===== src/rtl/iob_ram_sp_be_rmw.sv =====
// Single-port byte-enable RAM with per-word even parity; partial writes run as a read-modify-write.
// Optional parity error injection is enabled by defining IOB_RAM_SP_BE_RMW_ERRINJ_EN.
module iob_ram_sp_be_rmw #(
  parameter int unsigned DATA_W = 32,
  parameter int unsigned ADDR_W = 4
) (
  input  logic                  clk_i,
  input  logic                  arst_i,
  input  logic                  cke_i,
  input  logic                  valid_i,
  output logic                  ready_o,
  input  logic [ADDR_W-1:0]     addr_i,
  input  logic [DATA_W/8-1:0]   wstrb_i,
  input  logic [DATA_W-1:0]     wdata_i,
  output logic                  rvalid_o,
  output logic [DATA_W-1:0]     rdata_o,
  output logic                  perr_o,
  input  logic                  inj_i
);
  localparam int unsigned STRB_W = DATA_W / 8;
  localparam int unsigned DEPTH  = 2 ** ADDR_W;

  typedef enum logic {IDLE = 1'b0, RMW = 1'b1} state_t;

  state_t state, state_nxt;

  logic [DATA_W-1:0] mem [DEPTH];
  logic [DEPTH-1:0]  par_mem;

  logic [ADDR_W-1:0] lat_addr;
  logic [STRB_W-1:0] lat_strb;
  logic [DATA_W-1:0] lat_wdata;
  logic              lat_inj;
  logic [DATA_W-1:0] ram_q;
  logic              ram_p;
  logic              rd_par;
  logic [DATA_W-1:0] merged;
  logic              inj_eff;

`ifdef IOB_RAM_SP_BE_RMW_ERRINJ_EN
  assign inj_eff = inj_i;
`else
  logic unused_inj;
  assign unused_inj = inj_i;
  assign inj_eff    = 1'b0;
`endif

  logic accept, is_rd, is_full, rd_acc, full_acc, part_acc, rmw_wr;
  assign accept   = cke_i & valid_i & ready_o;
  assign is_rd    = (wstrb_i == '0);
  assign is_full  = &wstrb_i;
  assign rd_acc   = accept & is_rd;
  assign full_acc = accept & is_full;
  assign part_acc = accept & ~is_rd & ~is_full;
  assign rmw_wr   = cke_i & (state == RMW);

  // Byte merge of latched write data over the old word
  always_comb begin
    merged = ram_q;
    for (int unsigned b = 0; b < STRB_W; b++) begin
      if (lat_strb[b]) merged[b*8 +: 8] = lat_wdata[b*8 +: 8];
    end
  end

  always_ff @(posedge clk_i or posedge arst_i) begin
    if (arst_i) state <= IDLE;
    else        state <= state_nxt;
  end

  always_comb begin
    state_nxt = state;
    if (cke_i) begin
      case (state)
        IDLE:    if (part_acc) state_nxt = RMW;
        RMW:     state_nxt = IDLE;
        default: state_nxt = IDLE;
      endcase
    end
  end

  always_comb begin
    ready_o = (state == IDLE);
  end

  // Storage and RMW capture are not reset; reset forces IDLE so a pending RMW write is dropped
  always_ff @(posedge clk_i) begin
    if (cke_i) begin
      if (full_acc) begin
        mem[addr_i]     <= wdata_i;
        par_mem[addr_i] <= (^wdata_i) ^ inj_eff;
      end else if (rmw_wr) begin
        mem[lat_addr]     <= merged;
        par_mem[lat_addr] <= (^merged) ^ lat_inj;
      end
      if (part_acc) begin
        lat_addr  <= addr_i;
        lat_strb  <= wstrb_i;
        lat_wdata <= wdata_i;
        lat_inj   <= inj_eff;
        ram_q     <= mem[addr_i];
        ram_p     <= par_mem[addr_i];
      end
    end
  end

  always_ff @(posedge clk_i or posedge arst_i) begin
    if (arst_i) begin
      rvalid_o <= 1'b0;
      rdata_o  <= '0;
      rd_par   <= 1'b0;
    end else if (cke_i) begin
      rvalid_o <= rd_acc;
      if (rd_acc) begin
        rdata_o <= mem[addr_i];
        rd_par  <= par_mem[addr_i];
      end
    end
  end

  // Parity check is combinational on the read register or the RMW old word
  assign perr_o = (rvalid_o & ((^rdata_o) ^ rd_par)) |
                  ((state == RMW) & ((^ram_q) ^ ram_p));

endmodule


===== config.mk =====
export PLATFORM = sky130hd
export DESIGN_NAME = iob_ram_sp_be_rmw
export DESIGN_NICKNAME = d
export VERILOG_FILES = /design/src/rtl/iob_ram_sp_be_rmw.sv
export SDC_FILE = /design/constraint.sdc
export NUM_CORES = 1
export LEC_CHECK = 0
export CORE_AREA = 10 10 203 281
export CTS_BUF_LIST = sky130_fd_sc_hd__clkbuf_4
export CTS_CLUSTER_SIZE = 10
export DETAILED_ROUTE_END_ITERATION = 16
export DIE_AREA = 0 0 213 291
export GPL_ROUTABILITY_DRIVEN = 0
export PLACE_DENSITY = 0.68
export SYNTH_ARGS = -nofsm -noshare
export SYNTH_HDL_FRONTEND = slang
export SYNTH_SLANG_ARGS = --single-unit
export TNS_END_PERCENT = 1

===== constraint.sdc =====
create_clock -name clk_i -period 8.75 [get_ports clk_i]
set_input_delay 2.1875 -clock clk_i [delete_from_list [all_inputs] [get_ports clk_i]]
set_output_delay 2.1875 -clock clk_i [all_outputs]
set_load 0.03 [all_outputs]

==> results.ini, run 1 <==
[clock_network]
cts_tree=done
cts.sinks=636
cts_resized=0
cts_hold_buf=0
cts_setup_buffers=0
root_buffer=clkbuf_4
clk_pin_slew_worst_paths_ns=0.07
cts_made_buffers=146
cts_buffer_depth=3
h-tree-depth=4
clock_latency_ns=0.88

[synth]
yosysUniqueCellTypes=31
postSynthAreaPerCell_sq_um=19.46
synth-seq-cells=636
netlist_area_sq_mm=0.02557
postSynthCellCount=1314
yosysSeqAreaShare_pct=74.01
synth_fp_nets=1359
yosysWarnings=0

[sta]
fin_tns_setup_ns=0
tightestPinTransition_ns=1.143
period_needed_ns=5.986
fmax_ghz=0.1671
hold_violations=0
rsz0062_at_grt=no
final_max_slew_viol_count=0
setup_viol=0
timing.final.crit_share_pct=68.41
skew_ns=0.04231
relSlewSlack_pct=23.81

[placement]
io_buffers=78
dp_hpwl_um=34770

[setup_path]
arrival_ns=3.80
required_ns=6.56
path_common_cell=xnor2_1
crit_type=register to output port
crit_path_start_kind=register
rr_worst_depth=6
r2r_setup_slack_ns=5.40
crit_slowest_cell=clkdlybuf4s50_1
r2r_end=mem[3][12]$_DFFE_PP_
timing.rr.start=state$_DFFE_PP0P_
cp_max_fo=3
endpoint_kind=output port
cp_cell_sequence=xnor2_1 -> xnor2_1 -> xnor2_1 -> xnor2_1 -> xnor2_1 -> xnor2_1 -> o22ai_1 -> clkdlybuf4s50_1
slowest_delay_ns=0.72
cp-startpoint=rdata_o[19]$_DFFE_PP0P_
crit_end=perr_o

[power]
ir_drop_uv=125.8
leakagePower_nw=9.600
power_frac_comb_pct=13.7
p_clk_share_pct=34.5
pwr-share-seq_pct=51.8
p_per_area_mw_per_mm2=231.1
p_sw_mw=1.763
switching_share_pct=26.12
internal_power_mw=4.988

[cells_and_area]
layout-drive-gt1-share_pct=28.57
final_nets=1551
ff_latch_area_sq_mm=0.01892
fillers=3952
fin_util_pct=56.28
multi_input_area_sq_mm=0.006581
syn2layout_area_growth_pct=14.26

[global_routing]
first_global_vias=14303
track_usage_pct=20.37
grt_pass1_wl_um=91430
grt_max_degree=75
antenna_found_initial=1
overflow=0

[floorplan]
pin_count=80
die_w_um=213
die_area_sq_mm=0.06198
die_h_um=291
start_util_pct=49.26
fp-row-count=99
core_area_sq_mm=0.05190

[hold_path]
hold_depth=1
hold_class=register to register

[routing]
via_count=13582
firstDrtPassIters=5
wl_um=61910
drc_errors=0
via_per_inst=5.954
drt.antenna.violating_nets=0
wire_per_inst_um=27.14
dr.first_iter.drc_count=1248

[run_status]
status=complete, no violations

[job]
cap_viol_max_count=0

-- worst min path at each step --
stage	from	endpoint	slack, ns
4_1_cts	rdata_o[8]$_DFFE_PP0P_	rdata_o[8]$_DFFE_PP0P_	0.55
6_report	rdata_o[8]$_DFFE_PP0P_	rdata_o[8]$_DFFE_PP0P_	0.55
5_1_grt	rdata_o[8]$_DFFE_PP0P_	rdata_o[8]$_DFFE_PP0P_	0.57
3_3_place_gp	rd_par$_DFFE_PP0P_	rd_par$_DFFE_PP0P_	0.51
3_5_place_dp	rdata_o[8]$_DFFE_PP0P_	rdata_o[8]$_DFFE_PP0P_	0.54
2_1_floorplan	rd_par$_DFFE_PP0P_	rd_par$_DFFE_PP0P_	0.50
-- metrics by stage --
step / hold slack, ns / setup WS, ns / instance area, sq um / total power [mW] / instances
finish: 0.5530 / 2.764 / 29210 / 6.751 / 2281
global route: 0.5671 / 2.530 / 29210 / 7.019 / 2281
CTS: 0.5549 / 2.630 / 29210 / 6.814 / 2280
detailed placement: 0.5400 / 2.843 / 27340 / 4.491 / 2014
global placement: 0.5123 / 2.899 / 27340 / 4.470 / 2014
floorplan: 0.4995 / 0.3881 / 25570 / 4.148 / 1314
-- sequential cells by signal, summed over array words and instances, names as in the netlist --
signal / flops
ram_q: 32
lat_addr: 4
lat_wdata: 32
state: 1
rdata_o: 32
ram_p: 1
par_mem: 16
rvalid_o: 1
lat_strb: 4
mem: 512
rd_par: 1
-- kinds of logic after synthesis --
family / after synthesis / share of synthesized area (%)
flops: 636 / 74.01
mux: 204 / 14.66
compound gates: 149 / 3.656
simple gates: 131 / 2.153
xor+xnor: 128 / 4.414
buf+inv: 66 / 1.106
-- Yosys cell counts (all sizes together) --
cell type | n | area, sq um
a22oi | 66 | 495.5
o21ai | 1 | 5.000
xnor2 | 112 | 988.4
nand3 | 4 | 20.02
o21bai | 1 | 7.510
inv | 3 | 11.26
and3 | 3 | 18.77
nor3 | 2 | 10.01
mux4 | 132 | 2973
clkbuf | 37 | 138.9
nor2 | 37 | 138.9
nand2 | 70 | 262.8
xor2 | 16 | 140.1
o22ai | 17 | 106.4
mux2i | 39 | 402.9
dfrtp | 35 | 875.8
nor2b | 4 | 25.02
a21oi | 64 | 320.3
or2 | 1 | 6.260
and2 | 3 | 18.77
nand2b | 2 | 12.51
buf | 26 | 132.6
nor3b | 3 | 22.52
edfxtp | 601 | 18050
and4 | 1 | 8.760
nor4 | 1 | 6.260
mux2 | 33 | 371.6
-- area by class of cell --
cell class | count | area share (%)
antenna | 1 | 0.008566
sequential | 636 | 64.78
clock inverter | 43 | 0.6810
timing repair buffer | 107 | 3.422
tap | 656 | 2.810
multi-input combinational | 612 | 22.53
inverter | 3 | 0.03855
clock buffer | 223 | 5.731
-- layer usage --
| layer | global-route usage [%] | vias up | wire length [um] |
|---|---|---|---|
| met2 | 34.23 | 564 | 32390 |
| met5 | 0 | - | 0 |
| li1 | - | 5789 | - |
| met1 | 25.52 | 7124 | 23760 |
| met4 | 8.220 | 0 | 1571 |
| met3 | 3.775 | 105 | 4194 |
-- cells in the final DEF, fill, tap and decap left out, drive strengths merged --
cell | synthesis | routed
o21ai | 1 | 1
dfrtp | 35 | 35
inv | 3 | 13
o22ai | 17 | 17
nand3 | 4 | 4
clkbuf | 37 | 224
or2 | 1 | 1
and3 | 3 | 3
nand2 | 70 | 70
nor3b | 3 | 3
nor2 | 37 | 37
mux4 | 132 | 132
a21oi | 64 | 64
edfxtp | 601 | 601
a22oi | 66 | 66
mux2i | 39 | 39
xor2 | 16 | 16
and4 | 1 | 1
o21bai | 1 | 1
xnor2 | 112 | 112
nand2b | 2 | 2
clkdlybuf4s50 | 0 | 76
nor4 | 1 | 1
mux2 | 33 | 33
diode | 0 | 1
buf | 26 | 30
nor3 | 2 | 2
and2 | 3 | 3
bufinv | 0 | 1
clkinv | 0 | 32
nor2b | 4 | 4
-- critical path, delay by kind of cell, from the launching register on --
kind            cells  cell delay, ns
compound gates      1            0.23
xor+xnor            6            1.55
buf+inv             1            0.72
flops               1            0.43
-- power groups by stage --
stage | Combinational (mW) | Clock [mW] | Sequential (mW)
after floorplan | 0.552 | 0 | 3.60
after global placement | 0.909 | 0 | 3.56
after detailed placement | 0.927 | 0 | 3.56
after CTS | 0.935 | 2.38 | 3.50
after global routing | 0.982 | 2.53 | 3.50
final | 0.927 | 2.33 | 3.50
Power figures use the tool's default switching activity.
==> run 2, diff against run 1 <==
--- a/config.mk
+++ b/config.mk
@@ -11,7 +11,7 @@
 export DETAILED_ROUTE_END_ITERATION = 16
 export DIE_AREA = 0 0 213 291
 export GPL_ROUTABILITY_DRIVEN = 0
-export PLACE_DENSITY = 0.68
+export PLACE_DENSITY = 0.71
 export SYNTH_ARGS = -nofsm -noshare
 export SYNTH_HDL_FRONTEND = slang
 export SYNTH_SLANG_ARGS = --single-unit
==> constraint.sdc (replaced) <==
create_clock -name clk_i -period 5.2 [get_ports clk_i]
set_input_delay 1.3 -clock clk_i [delete_from_list [all_inputs] [get_ports clk_i]]
set_output_delay 1.3 -clock clk_i [all_outputs]
set_load 0.03 [all_outputs]
==> results.ini, run 2 (same netlist as run 1, synthesis figures left out) <==
[clock_network]
clock_latency_ns=0.86
cts_setup_buffers=0
root_buffer=clkbuf_4
cts_tree=done
cts_buffer_depth=3
cts_resized=0
cts.sinks=636
cts_made_buffers=146
h-tree-depth=4
cts_hold_buf=0
clk_pin_slew_worst_paths_ns=0.07

[sta]
final_max_slew_viol_count=0
fmax_ghz=0.2032
relSlewSlack_pct=22.51
skew_ns=0.06239
period_needed_ns=4.921
timing.final.crit_share_pct=94.63
hold_violations=0
setup_viol=0
rsz0062_at_grt=no
worst_slack_ns=0.2794
tightestPinTransition_ns=1.162
holdWs_ns=0.5504
fin_tns_setup_ns=0

[routing]
firstDrtPassIters=5
drt.antenna.violating_nets=0
wire_per_inst_um=26.74
wl_um=61070
dr.first_iter.drc_count=1247
drc_errors=0
via_per_inst=5.922
via_count=13526

[placement]
place_inst=2022
dp_hpwl_um=34230
pre_cts_ws_ns=0.8991
dpl_cell_area_sq_mm=0.02754
io_buffers=78

[cells_and_area]
final_common_cell=edfxtp_1
largest-register=mem
final_nets=1559
largest_reg_flops=512
final_cells=2284
design_area_sq_mm=0.02950
layout-drive-gt1-share_pct=28.27
fin_util_pct=56.84
mostFrequentLayoutCells=edfxtp_1 (601), clkbuf_4 (212), mux4_2 (132)
syn2layout_area_growth_pct=15.38

[floorplan]
fp-row-count=99
start_util_pct=49.26
die_w_um=213
pin_count=80
core_area_sq_mm=0.05190
die_area_sq_mm=0.06198
die_h_um=291

[setup_path]
r2r_end=par_mem[1]$_DFFE_PP_
cp_max_fo=3
critPathTopFamily=XOR/XNOR gates
crit_path_start_kind=register
slowest_delay_ns=0.73
cp_cell_sequence=xnor2_1 -> xnor2_1 -> xnor2_1 -> xnor2_1 -> xnor2_1 -> xnor2_1 -> o22ai_1 -> clkdlybuf4s50_1
crit_slowest_cell=clkdlybuf4s50_1
path_common_cell=xnor2_1
crit_buf_inv=1
r2r_setup_slack_ns=2.14
rr_worst_depth=7
crit_type=register to output port
required_ns=3.90
crit_end=perr_o
timing.rr.start=lat_strb[1]$_DFFE_PP_
arrival_ns=3.62
cp-startpoint=rdata_o[3]$_DFFE_PP0P_
endpoint_kind=output port
worst-path-stages=8

[hold_path]
hold_depth=1
hold_class=register to register
min_from=rd_par$_DFFE_PP0P_

[power]
power_frac_comb_pct=13.4
p_sw_mw=2.928
internal_power_mw=8.569
ir_drop_uv=214.6
power.total_mw=11.50
leakagePower_nw=9.666
switching_share_pct=25.47
p_per_area_mw_per_mm2=389.7
p_clk_share_pct=35.5
pwr-share-seq_pct=51.1

[global_routing]
antenna_found_initial=1
first_global_vias=14192
track_usage_pct=20.05
overflow=0
grt_max_degree=75
grt_pass1_wl_um=90440

[run_status]
status=complete, no violations

[job]
cap_viol_max_count=0

run 2: cell types whose count changed in the layout (fill, tap and decap cells not counted):
cell	before	now
buf_12	0	11
nor3b_4	0	1
clkinvlp_4	0	3
clkbuf_4	223	212
clkinv_1	26	33
inv_2	11	4
bufinv_16	1	6
buf_4	30	27
clkinv_4	1	2
clkinv_2	5	2
nor3b_2	1	0
run 2: worst min path at each step:
stage / slack [ns] / to
after global placement: 0.51 / rd_par$_DFFE_PP0P_
after CTS: 0.55 / rd_par$_DFFE_PP0P_
after global routing: 0.57 / rd_par$_DFFE_PP0P_
after floorplan: 0.50 / rd_par$_DFFE_PP0P_
after detailed placement: 0.53 / rd_par$_DFFE_PP0P_
final: 0.55 / rd_par$_DFFE_PP0P_
run 2: final cells by class:
cell class	count	area [sq um]
Timing Repair Buffer	115	1197
Clock buffer	212	1592
Clock inverter	49	365.4
Inverter	3	11.26
Fill cell	3817	22400
Multi-Input combinational cell	612	6588
Antenna cell	1	2.502
Tap cell	656	820.8
Sequential cell	636	18920
run 2: routing by layer:
layer | part of all wire, % | track usage, %
met2 | 54 | 34.48
met5 | 0 | 0
met4 | 2.9 | 8.394
met1 | 37 | 24.32
met3 | 6.9 | 3.625
run 2: power by group through the flow:
| stage | clock, mW | sequential, mW | combinational [mW] |
|---|---|---|---|
| after detailed placement | 0 | 5.99 | 1.54 |
| after CTS | 4.17 | 5.88 | 1.55 |
| after floorplan | 0 | 6.05 | 0.929 |
| final | 4.08 | 5.88 | 1.54 |
| after global placement | 0 | 5.98 | 1.52 |
| after global routing | 4.45 | 5.89 | 1.62 |
run 2: worst reg2reg max path: stages (launching register included):
cell	delay (ns)
edfxtp_1	0.82
mux2i_1	0.44
xnor2_1	0.15
xnor2_1	0.24
xnor2_1	0.17
xnor2_1	0.13
xnor2_2	0.65
o22ai_1	0.18
